`config.mk`:
```
export PLATFORM = sky130hd
export DESIGN_NAME = store_control_flat
export DESIGN_NICKNAME = d
export VERILOG_FILES = /design/src/rtl/store_control_pkg.sv /design/src/rtl/store_control_if.sv /design/src/rtl/store_lane_mux.sv /design/src/rtl/store_control.sv /design/src/flat_wrapper.sv
export SDC_FILE = /design/constraint.sdc
export NUM_CORES = 1
export LEC_CHECK = 0
export ABC_CLOCK_PERIOD_IN_PS = 3250
export CAP_MARGIN = 15
export CORE_AREA = 2 2 89 91
export CTS_CLUSTER_DIAMETER = 100
export DETAILED_ROUTE_END_ITERATION = 10
export DIE_AREA = 0 0 91 93
export PLACE_DENSITY_LB_ADDON = 0.15
export SLEW_MARGIN = 10
export SYNTH_ARGS = -nofsm -noshare
export SYNTH_HDL_FRONTEND = slang
export SYNTH_HIERARCHICAL = 1
export SYNTH_SLANG_ARGS = --single-unit
```
`constraint.sdc`:
```
create_clock -name clk -period 3.25 [get_ports clk]
set_clock_uncertainty 0.2 [all_clocks]
set_input_delay 0.325 -clock clk [delete_from_list [all_inputs] [get_ports clk]]
set_output_delay 0.325 -clock clk [all_outputs]
set_load 0.02 [all_outputs]
```
`src/rtl/store_control_pkg.sv`:
```
// Shared opcodes, FSM state type and opcode helpers for the store path.
package store_control_pkg;

  localparam logic [5:0] OPCODE_LB  = 6'h20;
  localparam logic [5:0] OPCODE_LH  = 6'h21;
  localparam logic [5:0] OPCODE_LW  = 6'h23;
  localparam logic [5:0] OPCODE_LBU = 6'h24;
  localparam logic [5:0] OPCODE_LHU = 6'h25;
  localparam logic [5:0] OPCODE_SB  = 6'h28;
  localparam logic [5:0] OPCODE_SH  = 6'h29;
  localparam logic [5:0] OPCODE_SW  = 6'h2B;

  typedef enum logic [0:0] {STORE_IDLE, STORE_WRITE} store_state_t;

  function automatic logic is_store(input logic [5:0] op);
    return (op == OPCODE_SB) || (op == OPCODE_SH) || (op == OPCODE_SW);
  endfunction

endpackage

```
`src/rtl/store_control_if.sv`:
```
// Avalon-style write-only master bus between store_control and data memory.
interface store_control_if #(
  parameter int ADDR_W = 32
);
  logic [ADDR_W-1:0] avm_address;
  logic              avm_write;
  logic [3:0]        avm_byteenable;
  logic [31:0]       avm_writedata;
  logic              avm_waitrequest;

  modport master (
    output avm_address, avm_write, avm_byteenable, avm_writedata,
    input  avm_waitrequest
  );

  modport slave (
    input  avm_address, avm_write, avm_byteenable, avm_writedata,
    output avm_waitrequest
  );
endinterface

```
`src/rtl/store_lane_mux.sv`:
```
// Builds little-endian byte lanes and replicated write data for SB/SH/SW.
module store_lane_mux
  import store_control_pkg::*;
(
  input  logic [5:0]  opcode,
  input  logic [1:0]  lsb,
  input  logic [31:0] store_data,
  output logic [3:0]  byteenable,
  output logic [31:0] writedata,
  output logic        misaligned
);

  always_comb begin
    byteenable = 4'b0000;
    writedata  = store_data;
    misaligned = 1'b0;
    case (opcode)
      OPCODE_SB: begin
        byteenable = 4'b0001 << lsb;
        writedata  = {4{store_data[7:0]}};
      end
      OPCODE_SH: begin
        byteenable = lsb[1] ? 4'b1100 : 4'b0011;
        writedata  = {2{store_data[15:0]}};
        misaligned = lsb[0];
      end
      OPCODE_SW: begin
        byteenable = 4'b1111;
        misaligned = |lsb;
      end
      default: ;
    endcase
  end

endmodule

```
`src/rtl/store_control.sv`:
```
// Store-side bus master: accepts SB/SH/SW, issues one Avalon write, stalls the CPU until accepted.
module store_control
  import store_control_pkg::*;
#(
  parameter int ADDR_W = 32
) (
  input  logic              clk,
  input  logic              reset_n,
  input  logic              req_valid,
  output logic              req_ready,
  input  logic [5:0]        opcode,
  input  logic [ADDR_W-1:0] addr,
  input  logic [31:0]       store_data,
  store_control_if.master   avm,
  output logic              stall,
  output logic              done,
  output logic              addr_error
);

  store_state_t state_q, state_d;

  logic [3:0]  lane_be;
  logic [31:0] lane_wd;
  logic        lane_misaligned;

  logic take, go, reject;
  logic req_ready_d, write_d, stall_d, done_d, addr_error_d;

  store_lane_mux u_lane_mux (
    .opcode     (opcode),
    .lsb        (addr[1:0]),
    .store_data (store_data),
    .byteenable (lane_be),
    .writedata  (lane_wd),
    .misaligned (lane_misaligned)
  );

  // req_ready is only high in IDLE, so take cannot fire while a write is in flight
  assign take   = req_valid && req_ready && (state_q == STORE_IDLE) && is_store(opcode);
  assign go     = take && !lane_misaligned;
  assign reject = take && lane_misaligned;

  always_ff @(posedge clk or negedge reset_n) begin
    if (!reset_n) state_q <= STORE_IDLE;
    else          state_q <= state_d;
  end

  always_comb begin
    state_d = state_q;
    case (state_q)
      STORE_IDLE:  if (go) state_d = STORE_WRITE;
      STORE_WRITE: if (!avm.avm_waitrequest) state_d = STORE_IDLE;
      default:     state_d = STORE_IDLE;
    endcase
  end

  always_comb begin
    req_ready_d  = 1'b1;
    write_d      = 1'b0;
    stall_d      = 1'b0;
    done_d       = 1'b0;
    addr_error_d = 1'b0;
    case (state_q)
      STORE_IDLE: begin
        addr_error_d = reject;
        if (go) begin
          req_ready_d = 1'b0;
          write_d     = 1'b1;
          stall_d     = 1'b1;
        end
      end
      STORE_WRITE: begin
        if (avm.avm_waitrequest) begin
          req_ready_d = 1'b0;
          write_d     = 1'b1;
          stall_d     = 1'b1;
        end else begin
          done_d = 1'b1;
        end
      end
      default: ;
    endcase
  end

  always_ff @(posedge clk or negedge reset_n) begin
    if (!reset_n) begin
      req_ready      <= 1'b0;
      avm.avm_write  <= 1'b0;
      stall          <= 1'b0;
      done           <= 1'b0;
      addr_error     <= 1'b0;
    end else begin
      req_ready      <= req_ready_d;
      avm.avm_write  <= write_d;
      stall          <= stall_d;
      done           <= done_d;
      addr_error     <= addr_error_d;
    end
  end

  // Bus payload only loads on acceptance, so it stays frozen across waitrequest
  always_ff @(posedge clk or negedge reset_n) begin
    if (!reset_n) begin
      avm.avm_address    <= '0;
      avm.avm_byteenable <= 4'b0000;
      avm.avm_writedata  <= 32'h0;
    end else if (go) begin
      avm.avm_address    <= {addr[ADDR_W-1:2], 2'b00};
      avm.avm_byteenable <= lane_be;
      avm.avm_writedata  <= lane_wd;
    end
  end

endmodule

```
`src/flat_wrapper.sv`:
```
// flat-port wrapper written by rule: the top's interface ports become plain ports
module store_control_flat import store_control_pkg::*;
#(
  parameter int ADDR_W = 32
)
  (clk, reset_n, req_valid, req_ready, opcode, addr, store_data, stall, done, addr_error, avm_avm_address, avm_avm_write, avm_avm_byteenable, avm_avm_writedata, avm_avm_waitrequest);
  store_control_if #(.ADDR_W(ADDR_W)) avm_i ();
  input  logic clk;
  input  logic reset_n;
  input  logic req_valid;
  output logic req_ready;
  input  logic [5:0] opcode;
  input  logic [ADDR_W-1:0] addr;
  input  logic [31:0] store_data;
  output logic stall;
  output logic done;
  output logic addr_error;
  output wire logic [$bits(avm_i.avm_address)-1:0] avm_avm_address;
  output wire logic [$bits(avm_i.avm_write)-1:0] avm_avm_write;
  output wire logic [$bits(avm_i.avm_byteenable)-1:0] avm_avm_byteenable;
  output wire logic [$bits(avm_i.avm_writedata)-1:0] avm_avm_writedata;
  input wire logic [$bits(avm_i.avm_waitrequest)-1:0] avm_avm_waitrequest;
  assign avm_avm_address = avm_i.avm_address;
  assign avm_avm_write = avm_i.avm_write;
  assign avm_avm_byteenable = avm_i.avm_byteenable;
  assign avm_avm_writedata = avm_i.avm_writedata;
  assign avm_i.avm_waitrequest = avm_avm_waitrequest;
  store_control #(.ADDR_W(ADDR_W)) u_core (.clk(clk), .reset_n(reset_n), .req_valid(req_valid), .req_ready(req_ready), .opcode(opcode), .addr(addr), .store_data(store_data), .avm(avm_i), .stall(stall), .done(done), .addr_error(addr_error));
endmodule
```
==> results of run 1 <==
## where the power goes
| group | internal, mW | switching (mW) | total [mW] |
|---|---|---|---|
| clock | 0.395 | 0.334 | 0.729 |
| combinational | 0.582 | 0.421 | 1.00 |
| sequential | 1.06 | 0.0949 | 1.15 |
| total | 2.03 | 0.850 | 2.88 |
## synth_stat cells
| library cell | instances | area [sq um] |
|---|---|---|
| nor2b_4 | 1 | 13.8 |
| dfrtp_1 | 70 | 1750 |
| nand2b_1 | 1 | 6.26 |
| a21oi_1 | 1 | 5.00 |
| nand2_1 | 4 | 15.0 |
| buf_12 | 1 | 20.0 |
| conb_1 | 1 | 3.75 |
| nand4b_1 | 1 | 8.76 |
| buf_6 | 4 | 45.0 |
| mux2_4 | 28 | 420 |
| nand3_2 | 1 | 10.0 |
| and2_1 | 1 | 6.26 |
| nor2b_1 | 3 | 18.8 |
| mux2_2 | 70 | 788 |
| and4bb_4 | 1 | 16.3 |
| and4bb_2 | 2 | 25.0 |
| nor2_1 | 8 | 30.0 |
| buf_4 | 11 | 82.6 |
| buf_2 | 4 | 20.0 |
| o21ai_0 | 2 | 10.0 |
| clkbuf_1 | 1 | 3.75 |
| and3b_1 | 1 | 8.76 |
## layout make-up
cell class              count  share of cell area
repair buffers            150               0.302
flip-flops and latches     70               0.351
clock buffers              11              0.0303
multi-input cells         127               0.280
clock inverters             5              0.0115
well taps                 102              0.0256
## worst max-delay path, stage by stage
cell	delay, ps
clkdlybuf4s50_1	660
a21oi_1	100
and3b_1	230
and4bb_2	260
nand3_4	100
buf_4	300
mux2_2	390
## flip-flops by register name, indices dropped and copies added, names as in the netlist
signal / flops
u_core/avm.avm_byteenable: 4
u_core/avm.avm_address: 30
u_core/req_ready: 1
u_core/avm.avm_writedata: 32
u_core/addr_error: 1
u_core/done: 1
u_core/stall: 1
## logic make-up after synthesis
| family | synth area share |
|---|---|
| multiplexers | 0.365 |
| flip-flops | 0.529 |
| AND/OR/NAND/NOR | 0.0480 |
| buffers and inverters | 0.0518 |
| AO/OA/AOI/OAI | 0.00454 |
| other | 0.00113 |
## routing by layer
metal,up-vias,part of all wire,track usage
met5,-,0,0
met4,0,0.016,0.0644
met3,7,0.050,0.0467
met2,84,0.48,0.294
met1,1035,0.45,0.225
li1,1037,-,-
## repair_timing
| item | in CTS | in global routing |
|---|---|---|
| hold buffers | 1 | 0 |
| setup endpoints to repair | 0 | 0 |
| endpoints found under the hold margin | 70 | 0 |
| resized for setup | 0 | 0 |
## final timing paths
path | slack [ps] | from | cells after the start | to
max in group asynchronous | 2200 | reset_n | 3 | u_core/avm.avm_writedata[9]
min in group asynchronous | 330 | reset_n | 3 | u_core/avm.avm_address[30]
max | 900 | opcode[1] | 7 | u_core/avm.avm_address[2]
min | 310 | u_core/avm.avm_byteenable[3] | 1 | u_core/avm.avm_byteenable[3]
max reg2reg | 1470 | u_core/stall | 4 | u_core/avm.avm_address[2]
min reg2reg | 310 | u_core/avm.avm_byteenable[3] | 1 | u_core/avm.avm_byteenable[3]
## per-stage QoR
step           power [mW]  utilization
2_1_floorplan        1.64            -
3_3_place_gp         2.16        0.634
3_5_place_dp         2.18        0.634
4_1_cts              2.91        0.664
5_1_grt              3.02        0.664
6_report             2.88        0.664
==> metrics.md, run 1 <==
| Metric | Value |
|---|---|
| Final Hold Viols | 0 |
| Longest Clk Path Bufs | 2 |
| Synthesized area per cell | 15.3 sq um |
| PwrDens | 577 nW/um^2 |
| Via/cell ratio | 4.65 |
| Clk_lat worst skew | 340 ps |
| Antenna viol nets, final | 0 |
| Initial antenna violation count | 0 |
| HPWL Detailed | 5000 um |
| FMAX | 425 MHz |
| CP max FO | 23 |
| Maxcap violations | 0 |
| Layout cell share with drive strength beyond 1 | 0.344 |
| Required @ worst endpoint | 3270 ps |
| Placed cell area | 4780 sq um |
| Max VDD drop | 272 uV |
| Post-Syn Instances | 217 |
| Remaining DRCs | 0 |
| Multi-input gate area | 1400 sq um |
| Crit end category | flip-flop |
| Fill count | 604 |
| Vias in the first global route | 2287 |
| Layout Nets | 432 |
| Num rows | 32 |
| Cts bufs inserted | 9 |
| Die Height | 93 um |
| Post-route design area | 4990 sq um |
| CTS tree | done |
| Die Span X | 91 um |
| CTS clk-pin slew, worst paths | 70 ps |
| Unrepaired setup endpoints after global routing | no |
| Total number of vias | 2163 |
| Root buf cell | clkbuf_8 |
| Post-CTS Repair Setup Buffers | 0 |
| First-pass GRT wire length | 11700 um |
| Startpoint Class | primary input |
| Most frequent cells in the layout | 143 x clkdlybuf4s50_1, 70 x mux2_2, 70 x dfrtp_1 |
| Commonest non-fill, non-tap cell in the layout | clkdlybuf4s50_1 |
| Min Tclk post-route | 2350 ps |
| Outcome | finished clean |
| Final setup viols | 0 |
| Drt first-iter violations | 36 |
| GRT overflow | 0 |
| Pleak | 2.20 nW |
| Layout area overhead | 50.9% |
| WL/cell | 15.6 um |
| Post-synthesis sequential area ratio | 0.529 |
| I/O Buffers | 144 |
| Dpl ws | 542 ps |
| Final WL | 7270 um |
| Diodes inserted | 0 |
| Die area | 8460 sq um |
| Clock Sink Count | 70 |
| Starting density of the core | 0.440 |
| Setup ws final | 898 ps |
| Fin Setup TNS | 0 ps |
| GPL Wtd Cong | 0.787 |
| Yosys warns | 6 |
| Final worst path period share | 0.724 |
| Storage cell area | 1750 sq um |
| Synth Register Bits | 70 |
| Kind of critical path | in2reg |
| Worst hold slack | 308 ps |
| Synth cell types | 22 |
| HP Class | reg2reg |
| Gr usage total | 0.177 |
| Synth Cell Area | 3310 sq um |
| 1st-pass router iterations | 4 |
| Htree depth | 3 |
| Std-Cell Core Area | 7530 sq um |
| Slew Limit Fails | 0 |
| Placed insts | 448 |
| Final Non-Filler Cells | 465 |
| Ports | 147 |
| Critical Path AT | 2370 ps |
| Largest net degree at the start of global routing | 71 |
Note: power is estimated with default switching activity, not from simulation.
==> run 2: changes to the inputs <==
--- a/config.mk
+++ b/config.mk
@@ -5,12 +5,12 @@
 export SDC_FILE = /design/constraint.sdc
 export NUM_CORES = 1
 export LEC_CHECK = 0
-export ABC_CLOCK_PERIOD_IN_PS = 3250
+export ABC_CLOCK_PERIOD_IN_PS = 1900
 export CAP_MARGIN = 15
-export CORE_AREA = 2 2 89 91
+export CORE_AREA = 2 2 97 99
 export CTS_CLUSTER_DIAMETER = 100
 export DETAILED_ROUTE_END_ITERATION = 10
-export DIE_AREA = 0 0 91 93
+export DIE_AREA = 0 0 99 101
 export PLACE_DENSITY_LB_ADDON = 0.15
 export SLEW_MARGIN = 10
 export SYNTH_ARGS = -nofsm -noshare
==> constraint.sdc (replaced) <==
create_clock -name clk -period 1.9 [get_ports clk]
set_clock_uncertainty 0.2 [all_clocks]
set_input_delay 0.19 -clock clk [delete_from_list [all_inputs] [get_ports clk]]
set_output_delay 0.19 -clock clk [all_outputs]
set_load 0.02 [all_outputs]
==> metrics.md, run 2 (same netlist as run 1, synthesis figures left out) <==
| Metric | Value |
|---|---|
| Final Hold Viols | 0 |
| Outcome | finished clean |
| Num rows | 35 |
| CP max FO | 6 |
| Pleak | 2.40 nW |
| Slew Limit Fails | 0 |
| R2R cell count | 5 |
| Crit path largest cell delay | 320 ps |
| Ports | 147 |
| Final WL | 8090 um |
| Required @ worst endpoint | 1930 ps |
| Storage cell area | 1750 sq um |
| Most frequent cells in the layout | 136 x clkdlybuf4s50_1, 70 x dfrtp_1, 68 x mux2_2 |
| Diodes inserted | 0 |
| Unrepaired setup endpoints after global routing | no |
| WL/cell | 16.2 um |
| HPWL Detailed | 5690 um |
| Starting density of the core | 0.369 |
| Antenna viol nets, final | 0 |
| Setup ws final | 30.9 ps |
| Gr usage total | 0.161 |
| Critical Path End | u_core/avm.avm_writedata[28] |
| Max reg flops | 32 |
| Min Tclk post-route | 1870 ps |
| Longest Clk Path Bufs | 2 |
| First-pass GRT wire length | 12400 um |
| GRT overflow | 0 |
| Cell Chain, Critical Path | dlygate4sd2_1, and4bb_4, and3b_1, and4bb_2, nand3_4, buf_6, clkbuf_16, mux2_2 |
| Drt first-iter violations | 56 |
| Fill count | 739 |
| Die Height | 101 um |
| Std-Cell Core Area | 8980 sq um |
| Startpoint Class | primary input |
| Die Span X | 99 um |
| Kind of critical path | in2reg |
| Maxcap violations | 0 |
| Clock Sink Count | 70 |
| Initial antenna violation count | 0 |
| PwrDens | 931 nW/um^2 |
| Worst flop-to-flop path startpoint | u_core/stall |
| Max VDD drop | 557 uV |
| Reg2reg setup slack | 80 ps |
| CTS tree | done |
| Remaining DRCs | 0 |
| 1st-pass router iterations | 4 |
| Total power | 4.95 mW |
| Total number of vias | 2256 |
| Layout cell share with drive strength beyond 1 | 0.385 |
| Cts bufs inserted | 9 |
| Final setup viols | 0 |
| Worst hold slack | 127 ps |
| Clk_lat worst skew | 330 ps |
| Vias in the first global route | 2358 |
| Die area | 10000 sq um |
| GPL Wtd Cong | 0.736 |
| Critical Path AT | 1900 ps |
| Multi-input gate area | 1410 sq um |
| HP Class | in2async |
| Final worst path period share | 0.984 |
| Crit path from | opcode[2] |
| Layout Nets | 456 |
| I/O Buffers | 144 |
| Commonest non-fill, non-tap cell in the layout | clkdlybuf4s50_1 |
| Via/cell ratio | 4.53 |
| Slowest stage cell, crit path | and4bb_4 |
| Layout area overhead | 60.9% |
| Crit end category | flip-flop |
| Root buf cell | clkbuf_8 |
| Largest registers | u_core/avm.avm_writedata (32), u_core/avm.avm_address (30), u_core/avm.avm_byteenable (4) |
| Biggest register | u_core/avm.avm_writedata |
| Dpl ws | -494 ps |
| R2r endpoint | u_core/avm.avm_writedata[11] |
| CTS clk-pin slew, worst paths | 80 ps |
| FMAX | 535 MHz |
| Htree depth | 3 |
| Fin Setup TNS | 0 ps |
| Largest net degree at the start of global routing | 37 |
-- run 2: cell count changes in the layout (fill, tap and decap cells not counted), moves of 2 or more --
cell             change
inv_6                +2
buf_16               +2
clkdlybuf4s50_1      -7
buf_6                +2
clkbuf_16            +2
mux2_2               -2
buf_4               +14
buf_12               +4
dlygate4sd2_1        +7
mux2_4               +2
-- run 2: power by group --
group,total [mW],internal [mW],switching (mW)
Combinational,1.75,1.02,0.734
Clock,1.23,0.649,0.580
Sequential,1.97,1.81,0.165
-- run 2: layout make-up --
class	instances	share of cell area
flip-flops and latches	70	0.329
well taps	111	0.0261
multi-input cells	127	0.264
repair buffers	174	0.342
clock inverters	6	0.0127
clock buffers	10	0.0259
-- run 2: worst min path at each step --
stage,from,end,cells past startpoint
after global routing,opcode[2],u_core/addr_error,4
final,reset_n,u_core/avm.avm_address[12],2
after detailed placement,reset_n,u_core/avm.avm_address[12],1
after global placement,reset_n,u_core/avm.avm_address[30],1
after CTS,opcode[2],u_core/addr_error,4
after floorplan,reset_n,u_core/addr_error,0
-- run 2: critical path: cells and delay by family --
kind / cells / cell delay (ps)
AND/OR/NAND/NOR: 4 / 830
buffers and inverters: 3 / 550
multiplexers: 1 / 320
-- run 2: routing by layer --
| metal | track usage | vias to the layer above | share of wire |
|---|---|---|---|
| li1 | - | 1086 | - |
| met1 | 0.218 | 1082 | 0.44 |
| met2 | 0.251 | 81 | 0.49 |
| met3 | 0.0430 | 7 | 0.067 |
| met4 | 0.0569 | 0 | 0.012 |
| met5 | 0 | - | 0 |
-- run 2: per-stage QoR --
| stage | util | cells | area (sq um) |
|---|---|---|---|
| floorplan | - | 218 | 3320 |
| global placement | 0.550 | 472 | 4940 |
| detailed placement | 0.550 | 472 | 4940 |
| CTS | 0.591 | 498 | 5310 |
| global route | 0.593 | 498 | 5320 |
| finish | 0.593 | 498 | 5320 |
-- run 2: what timing repair did --
item                       in CTS  in global routing
gates cloned                    3                  2
buffers inserted                6                  0
setup endpoints to repair      66                 46
gates resized for setup        13                  3
hold endpoints to repair       34                  0
pin swaps                       4                  1
hold buffers                    1                  0
==> run 3: changes to the inputs <==
--- a/config.mk
+++ b/config.mk
@@ -9,6 +9,7 @@
 export CAP_MARGIN = 15
 export CORE_AREA = 2 2 97 99
 export CTS_CLUSTER_DIAMETER = 100
+export CTS_CLUSTER_SIZE = 12
 export DETAILED_ROUTE_END_ITERATION = 10
 export DIE_AREA = 0 0 99 101
 export PLACE_DENSITY_LB_ADDON = 0.15
==> results of run 3 <==
No change in the layout: final DEF, timing and power equal those of run 2.
